### config.mk
export PLATFORM = sky130hd
export DESIGN_NAME = decoder_3to8_reg
export DESIGN_NICKNAME = d
export VERILOG_FILES = /design/src/rtl/decoder_3to8_reg.sv
export SDC_FILE = /design/constraint.sdc
export NUM_CORES = 1
export LEC_CHECK = 0
export CORE_AREA = 2 2 39 41
export CTS_CLUSTER_SIZE = 14
export DETAILED_ROUTE_END_ITERATION = 16
export DIE_AREA = 0 0 41 43
export SYNTH_ARGS = -nofsm -noshare
export SYNTH_HDL_FRONTEND = slang
export SYNTH_SLANG_ARGS = --single-unit
### constraint.sdc
create_clock -name clk -period 0.8 [get_ports clk]
set_input_delay 0.08 -clock clk [delete_from_list [all_inputs] [get_ports clk]]
set_output_delay 0.08 -clock clk [all_outputs]
set_load 0.01 [all_outputs]
### src/rtl/decoder_3to8_reg.sv
// Registered 3-to-8 one-hot line decoder with enable; outputs are flopped for glitch-free selects.
// Define DECODER_ACTIVE_LOW_EN for 74x138-style inverted F polarity (valid stays active high).
module decoder_3to8_reg #(
   parameter int IN_W = 3
) (
   input  logic                   clk,
   input  logic                   rst_n,
   input  logic                   E,
   input  logic [IN_W-1:0]        A,
   output logic [(1 << IN_W)-1:0] F,
   output logic                   valid
);

   localparam int OUT_W = 1 << IN_W;

   // XOR mask applied to the active-high one-hot word; also the idle/reset value of F.
`ifdef DECODER_ACTIVE_LOW_EN
   localparam logic [OUT_W-1:0] POL_MASK = '1;
`else
   localparam logic [OUT_W-1:0] POL_MASK = '0;
`endif

   logic [OUT_W-1:0] line_sel;
   logic [OUT_W-1:0] f_next;

   // NOTE: every signal written in always_comb gets a default first, so no path leaves it unassigned (no latch).
   always_comb begin
      line_sel = '0;
      if (E) begin
         line_sel = OUT_W'(1) << A;
      end
      f_next = line_sel ^ POL_MASK;
   end

   // NOTE: sequential state uses non-blocking assignments so all flops update together at the edge.
   always_ff @(posedge clk or negedge rst_n) begin
      if (!rst_n) begin
         F     <= POL_MASK;
         valid <= 1'b0;
      end else begin
         F     <= f_next;
         valid <= E;
      end
   end

endmodule

==> metrics <==
number of search-and-repair iterations in the first detailed-routing pass 5; most common library cell in the layout ignoring fill and taps dfrtp_1; wl on met1 202 microns; Critical path destination F[2]; post-route worst setup slack -0.0332 ns; number of H-tree branching levels 1; initial core utilization 23.2%; total number of nets in the final design 43; most frequent cells in the layout dfrtp_1 (9), buf_2 (8); highest clock rate 1.20 GHz; class of the most critical hold timing path primary input to async pin; Antenna Nets Post-Route 0; gpl congestion 0.649; worst slew slack as a fraction of its limit 81.3%; worst IR drop on VDD 0.698 mV; CTS tree built; worst stage delay on the critical path 0.37 ns; critical setup path kind flip-flop to output pin; number of gates on the worst path with buffers counted 1; diodes inserted 0; Overflow after GRT 0; Power, Total 891 uW; # setup viols final 9; netlist area before placement 322 sq um; RSZ-0062 raised after global routing true; number of clock sinks 9; vias per cell 4.15; Fillers 133; ratio of cells with drive above 1 in the final layout 58.3%; mean area per synthesized cell 18.9 sq um; Critical Path Sink Type output pin; pre-CTS WS -0.256 ns; cell leakage power 0.000275 uW; DRC Markers 0; register bit total from synthesis 9; clock-pin transition on the worst setup and hold timing paths 0.06 ns; top layer in use met4; Synth Instances 17; endpoint arrival time on the critical path 0.75 ns; Finished Layout Cells 52; post-layout min period 0.833 ns; total die area 0.00176 sq mm; floorplan die height 43 microns; startpoint type of the worst setup path flip-flop; number of cells in the design after placement 48; required arrival time at the worst endpoint 0.72 ns; Least-Margin Pin Slew 0.279 ns; violations in the final reports negative setup slack; hold violation total from the final report 0; maximum buffer depth of the clock tree 2; setup tns final -0.151 ns; vias in the first global route 193; clock buffer count from CTS 3; number of antenna violations at the first check in global routing 0; beginning of the critical path F[2]$_DFF_PN0_; synthesis warning total 0; number of buffers added for setup after CTS 0; P per Cell Area 1810 mW/mm^2; pin count of the biggest net entering global routing 10; Area growth syn-to-layout 53.3%; vias post-DR 216; DRC violation total after the first TritonRoute iteration 2; Core Area 0.00138 sq mm; maximum capacitance violations 0; share of the clock period used by the worst path 104%; CTS root buffer clkbuf_4; register area share after synthesis 70.0%; global-route wire length before repair 869 microns; total wirelength of the detailed-routed design 582 microns; library cells used by synthesis 5; met3 WL 41 microns; syn_nets 23; number of max-slew violations in the final report 0; Top delay family on crit path flip-flops; aggregate global-route resource usage 8.85%; FP Rows 14; critical-path cell with the highest stage delay dfrtp_1; routed length on met2 314 microns; buffers and inverters on the worst path 1; Cell Chain, Critical Path buf_2; Buffers on Ports 14; status finished, violations left; fraction of the core area covered by cells at the end of the flow 35.6%; top fanout value on the critical path 1; post-DR wirelength/cell 11.2 microns; die width 41 microns; Top Ports 15
-- stage by stage --
| stage | instance area (sq um) | hold slack [ns] |
|---|---|---|
| final | 493 | 0.114 |
| after global routing | 493 | 0.127 |
| after CTS | 470 | 0.117 |
| after detailed placement | 489 | 0.381 |
| after global placement | 489 | 0.375 |
| after floorplan | 322 | -0.216 |
-- what timing repair did --
item / 4_1_cts / 5_1_grt
pin swaps: 0 / 1
hold buffers: 0 / 0
gates resized for setup: 36 / 5
setup endpoints to repair: 9 / 11
-- power breakdown --
part	switching [uW]	total, uW	internal, uW
logic	42.9	91.9	49.0
clock network	137	328	191
registers	3.13	471	468
-- area by class of cell --
class / count / area (sq um) / share of cell area, %
Clock buffer: 4 / 26.3 / 5.33
Multi-Input combinational cell: 8 / 105 / 21.3
Tap cell: 16 / 20.0 / 4.06
Sequential cell: 9 / 225 / 45.7
Timing Repair Buffer: 15 / 116 / 23.6
-- state kept, by name, indices dropped and copies added, names as in the netlist --
register and cells:
F 8, valid 1
-- cell usage after synthesis --
| cell type | instances | area [sq um] |
|---|---|---|
| and4_2 | 1 | 10.0 |
| and4b_2 | 3 | 33.8 |
| nor4b_2 | 1 | 15.0 |
| and4bb_2 | 3 | 37.5 |
| dfrtp_1 | 9 | 225 |
-- worst min path at each step --
stage | start | endpoint | cells past startpoint
after floorplan | rst_n | F[0]$_DFF_PN0_ | 0
after global routing | rst_n | F[5]$_DFF_PN0_ | 2
after CTS | rst_n | F[6]$_DFF_PN0_ | 2
after detailed placement | rst_n | F[6]$_DFF_PN0_ | 2
after global placement | rst_n | F[6]$_DFF_PN0_ | 2
final | rst_n | F[5]$_DFF_PN0_ | 2
-- cells by family (layout without fill, tap and decap cells) --
family                 Yosys count  count (layout)  share of synthesized area (%)
flip-flops                       9               9                           70.0
buffers and inverters            0              19                              0
AND/OR/NAND/NOR                  8               8                           30.0
-- metal layers --
metal | up-vias | track usage (%)
met4 | 0 | 12.0
met2 | 8 | 11.9
met3 | 2 | 5.24
met5 | - | 0
li1 | 105 | -
met1 | 101 | 7.05
Power figures use the tool's default switching activity.
